[config.mk]
export PLATFORM = sky130hd
export DESIGN_NAME = vga_timing
export DESIGN_NICKNAME = d
export VERILOG_FILES = /design/src/rtl/vga_timing.sv
export SDC_FILE = /design/constraint.sdc
export NUM_CORES = 1
export LEC_CHECK = 0
export CORE_ASPECT_RATIO = 1.1
export CORE_MARGIN = 3
export CORE_UTILIZATION = 52
export DETAILED_ROUTE_END_ITERATION = 8
export GPL_TIMING_DRIVEN = 0
export PLACE_DENSITY = 0.78
export REMOVE_ABC_BUFFERS = 1
export SETUP_SLACK_MARGIN = 0.3
export SYNTH_ARGS = -nofsm -noshare
export SYNTH_HDL_FRONTEND = slang
export SYNTH_SLANG_ARGS = --single-unit
[constraint.sdc]
create_clock -name clk -period 2.6 [get_ports clk]
set_input_delay 0.52 -clock clk [delete_from_list [all_inputs] [get_ports clk]]
set_output_delay 0.52 -clock clk [all_outputs]
set_load 0.02 [all_outputs]
[src/rtl/vga_timing.sv]
// VGA raster generator: advances x/y on each pixel strobe and registers sync,
// active-video and line/frame start flags aligned with the presented coordinates.
module vga_timing #(
  parameter int H_ACT    = 640,
  parameter int H_FP     = 16,
  parameter int H_SYNC   = 96,
  parameter int H_BP     = 48,
  parameter int V_ACT    = 480,
  parameter int V_FP     = 10,
  parameter int V_SYNC   = 2,
  parameter int V_BP     = 33,
  parameter bit SYNC_POL = 1'b0,
  parameter int CW       = 10
) (
  input  logic          clk,
  input  logic          rst_n,
  input  logic          pix_en,
  output logic [CW-1:0] px_x,
  output logic [CW-1:0] px_y,
  output logic          hsync,
  output logic          vsync,
  output logic          active,
  output logic          line_start,
  output logic          frame_start
);

  localparam int H_TOTAL = H_ACT + H_FP + H_SYNC + H_BP;
  localparam int V_TOTAL = V_ACT + V_FP + V_SYNC + V_BP;

  localparam logic [CW-1:0] H_LAST   = CW'(H_TOTAL - 1);
  localparam logic [CW-1:0] V_LAST   = CW'(V_TOTAL - 1);
  localparam logic [CW-1:0] H_ACT_C  = CW'(H_ACT);
  localparam logic [CW-1:0] V_ACT_C  = CW'(V_ACT);
  localparam logic [CW-1:0] H_SYNC_S = CW'(H_ACT + H_FP);
  localparam logic [CW-1:0] H_SYNC_E = CW'(H_ACT + H_FP + H_SYNC);
  localparam logic [CW-1:0] V_SYNC_S = CW'(V_ACT + V_FP);
  localparam logic [CW-1:0] V_SYNC_E = CW'(V_ACT + V_FP + V_SYNC);

  logic [CW-1:0] nx, ny;
  logic          wrap_x, wrap_y;
  logic          hs_nx, vs_nx, act_nx;

  // Decode from the next coordinates so registered flags line up with px_x/px_y.
  always_comb begin
    wrap_x = (px_x == H_LAST);
    wrap_y = wrap_x && (px_y == V_LAST);
    nx     = wrap_x ? '0 : px_x + CW'(1);
    ny     = px_y;
    if (wrap_y)      ny = '0;
    else if (wrap_x) ny = px_y + CW'(1);
    hs_nx  = (nx >= H_SYNC_S && nx < H_SYNC_E) ? SYNC_POL : ~SYNC_POL;
    vs_nx  = (ny >= V_SYNC_S && ny < V_SYNC_E) ? SYNC_POL : ~SYNC_POL;
    act_nx = (nx < H_ACT_C) && (ny < V_ACT_C);
  end

  always_ff @(posedge clk or negedge rst_n) begin
    if (!rst_n) begin
      px_x        <= '0;
      px_y        <= '0;
      hsync       <= ~SYNC_POL;
      vsync       <= ~SYNC_POL;
      active      <= 1'b1;
      line_start  <= 1'b0;
      frame_start <= 1'b0;
    end else begin
      line_start  <= 1'b0;
      frame_start <= 1'b0;
      if (pix_en) begin
        px_x        <= nx;
        px_y        <= ny;
        hsync       <= hs_nx;
        vsync       <= vs_nx;
        active      <= act_nx;
        line_start  <= wrap_x;
        frame_start <= wrap_y;
      end
    end
  end

endmodule

==> results.txt <==
Port buffering added 27 buffers. Broken down by cell family, the worst path's largest delay share belongs to buffers and inverters. The final net count came out at 206. In this run the power density over the cells is 565 nW/um^2. In this run the most critical hold path is launched from hsync$_DFFE_PN1P_.

The start of the worst register-to-register path is px_x[1]$_DFFE_PN0P_. The run gives 0 as the quantity of hold-fixing buffers added after cts. The final weighted congestion in routability-driven placement was 0.880; the number of sinks handled by clock tree synthesis was 25. STA classifies the critical path endpoint as an output pin. At the later pin of the worst-skew pair, clock insertion delay measures 0.32 ns. The run gives 851 um^2 as the area occupied by multi-input gates. The first detailed-routing pass ran for 4 iterations. The placeable core area is 2830 um^2, and the die outline width is 58.3 um. The worst path needs 2.17 ns of the cycle, external delays included. After global routing, the most crowded layer is met2.

The internal power of the cells totals 654 uW. The worst hold path was traced through 2 stages. The die span in y came out at 63.5 um. The number of cells on the worst reg-to-reg path was 7.

The critical path is of the flop to output pin type. The library cell used most frequently in the layout, excluding fill and tap cells, is sky130_fd_sc_hd__clkdlybuf4s50_1. In the routed design, unresolved DRC markers number 0. The share of the clock period used by the worst path is 0.833, and the number of hold violations in the final report is 0.

The count of distinct cell types in the synthesized netlist was 47. In the final routed layout, each cell accounts on average for 15.8 um. Wires add up to 3660 um.

Between clock sinks in the finished design, the worst skew comes to 0.00451 ns. Among all stages on the critical path, the largest delay is contributed by sky130_fd_sc_hd__clkdlybuf4s50_1. 28 I/O pins were placed.

The standard-cell row count was 20; the area added between synthesis and finish was 18.9%. The run gives 0.212 as the global routing usage summed across all routing layers. The part of the power in registers was 0.514; the top fanout value on the critical path was 16. Final design utilization: 0.658. The floorplan step defined a die boundary enclosing 3700 um^2.

The clock passes through at most 2 buffers. The tools report the met2 routing resource usage after global routing as 0.348. The tools report the element type at the critical path start as a flop. The number of violations reported at the end of detailed-routing iteration 0 came out at 118.

The met3 demand-to-capacity share in global routing is 0.0266, and the total clock buffers created by CTS is 3. The fraction of layout cells with a size suffix above 1 came out at 0.106. The starting utilization of the core area is 0.553. TritonCTS built the clock tree. The switching power as a share of total power was 0.377.

The fraction of synthesis flops using an asynchronous set or reset pin was 1.00; the accumulated negative setup slack was 0 ns. The delay of the slowest cell on the worst path is 0.69 ns, and the max-slew headroom at the worst pin is 0.257. Fraction of power consumed by the clock network: 0.173. The largest net degree at the start of global routing is 26, and the total buffers and inverters traversed by the critical path is 1.

The number of antenna-violating nets in the routed design was 0. Clock-pin slew was measured on the worst setup and hold paths at 0.14 ns. The logs give 175 for the number of standard cells after synthesis and 0.275 for the met1 track demand over resource in global routing.

The initial antenna violation count was 0; the detailed-placement wirelength estimate was 2580 um. The register cell area after layout is 631 um^2, and the ratio of routed vias to standard cells is 6.16. The share of power burned in combinational logic was 0.313. Setup repair after global routing left no endpoint under its margin. The count of antenna diodes in the layout was 0; the count of state elements after synthesis was 25. The number of global-route vias before repair was 1341; the via total after detailed routing was 1423. The tools report the sequential-to-total area share from yosys stat as 0.402. Register-to-register path setup slack: 0.48 ns. The mean cell area of the mapped netlist is 8.94 um^2, and the number of slew-limit violations in the final report is 0. The Yosys step of the flow raised 0 warnings. Setup slack on the critical path of the routed design comes to 0.433 ns. The maximum resistive drop on vdd was 499 uV; the cell area after synthesis was 1560 um^2. The depth of the CTS H-tree is 1. At the worst endpoint, the arrival time is 1.65 ns.

The endpoint with the worst hold slack is hsync$_DFFE_PN1P_. For this run, the top clock speed supported by timing is 462 MHz. The layout has 251 filler cells. The top flip-flop cell by instance count after synthesis is sky130_fd_sc_hd__dfrtp_1. Summing internal, switching and leakage power gives 1050 uW. At the worst endpoint, the required time is 2.08 ns. Number of setup violations in the final report: 0. Before CTS, the worst setup slack after placement is 0.0736 ns.

The library cells used most frequently in the layout, excluding fill and tap cells, are 27 x sky130_fd_sc_hd__clkdlybuf4s50_1, 21 x sky130_fd_sc_hd__dfrtp_1, 17 x sky130_fd_sc_hd__o21ai_0, 17 x sky130_fd_sc_hd__nand2_1, 14 x sky130_fd_sc_hd__nor2_1. The run finished with clean final reports. The first global-routing pass estimated 6240 um of wire.

The critical path goes through clkdlybuf4s50_1. Cell leakage power: 0.000699 uW. In this run, synthesis inferred 0 flip-flops with an integrated enable. The run gives 0 as the overflow left after global routing. Class of the worst hold path: flop to flop. The transition time at the pin with the least slew margin is 1.11 ns. In this run the power spent charging and discharging nets is 396 uW.

In this run the critical register-to-register path is captured at active$_DFFE_PN1P_. The tools report the buffer type at the clock tree root as sky130_fd_sc_hd__clkbuf_4. Across the run, the number of max-cap violations was 0.
power groups by stage:
stage,clock [uW],combinational [uW],sequential (uW)
finish,181,328,540
global route,201,355,554
CTS,184,331,537
detailed placement,0,331,545
global placement,0,321,538
floorplan,0,134,585
cell families after synthesis:
logic type | Yosys count | synth area share
muxes | 2 | 0.0136
adders and majority gates | 4 | 0.0320
xor gates and xnor gates | 9 | 0.0504
and+or+nand+nor | 72 | 0.256
buffers and inverters | 17 | 0.0592
AOI/OAI and AO/OA | 46 | 0.186
DFF | 25 | 0.402
cell type report:
class	count	share of cell area
Multi-Input combinational cell	133	0.458
Sequential cell	25	0.339
Timing Repair Buffer	28	0.149
Tap cell	33	0.0222
Inverter	8	0.0175
Clock buffer	4	0.0141
Yosys cell counts (3+ instances only):
cell type,number,area (um^2)
sky130_fd_sc_hd__dfrtp_1,22,551
sky130_fd_sc_hd__nand2_1,17,63.8
sky130_fd_sc_hd__o21ai_0,17,85.1
sky130_fd_sc_hd__nor2_1,14,52.6
sky130_fd_sc_hd__nand3_1,10,50.1
sky130_fd_sc_hd__xnor2_1,9,78.8
sky130_fd_sc_hd__inv_1,8,30.0
sky130_fd_sc_hd__a21oi_1,7,35.0
sky130_fd_sc_hd__o31ai_1,6,45.0
sky130_fd_sc_hd__a31oi_1,5,31.3
sky130_fd_sc_hd__nand4_1,5,31.3
sky130_fd_sc_hd__ha_1,4,50.1
sky130_fd_sc_hd__or3_1,4,25.0
sky130_fd_sc_hd__and2_1,3,18.8
sky130_fd_sc_hd__dfstp_2,3,78.8
sky130_fd_sc_hd__nor3_1,3,15.0
flip-flops by register name (all words and copies together) (netlist names):
name and flops:
active 1, vsync 1, frame_start 1, px_x 10, hsync 1, line_start 1
px_y 10
per-layer routing:
| metal | vias up | share of wire |
|---|---|---|
| met5 | - | 0 |
| met4 | 0 | 0.026 |
| met3 | 9 | 0.064 |
| met2 | 66 | 0.48 |
| met1 | 668 | 0.43 |
| li1 | 680 | - |
per-stage QoR:
stage	cells	cell area [um^2]	hold slack [ns]
floorplan	166	1500	0.224
global placement	226	1810	0.497
detailed placement	226	1810	0.489
CTS	230	1840	0.513
global route	231	1860	0.539
finish	231	1860	0.509
what timing repair did:
item | 4_1_cts | 5_1_grt
gates resized for setup | 0 | 5
setup endpoints to repair | 0 | 6
setup buffers | 0 | 1
worst max-delay path by stage:
stage                        start                   to  slack, ns  cells after the start
6_report       px_x[5]$_DFFE_PN0P_              px_x[5]       0.43                      1
5_1_grt                     pix_en  px_y[4]$_DFFE_PN0P_       0.31                      5
4_1_cts        px_x[0]$_DFFE_PN0P_  px_y[4]$_DFFE_PN0P_       0.32                      7
3_5_place_dp                pix_en  px_y[4]$_DFFE_PN0P_       0.07                      5
3_3_place_gp                pix_en  px_y[4]$_DFFE_PN0P_       0.06                      5
2_1_floorplan  px_x[0]$_DFFE_PN0P_   active$_DFFE_PN1P_       0.47                      7
Power figures use the tool's default switching activity.
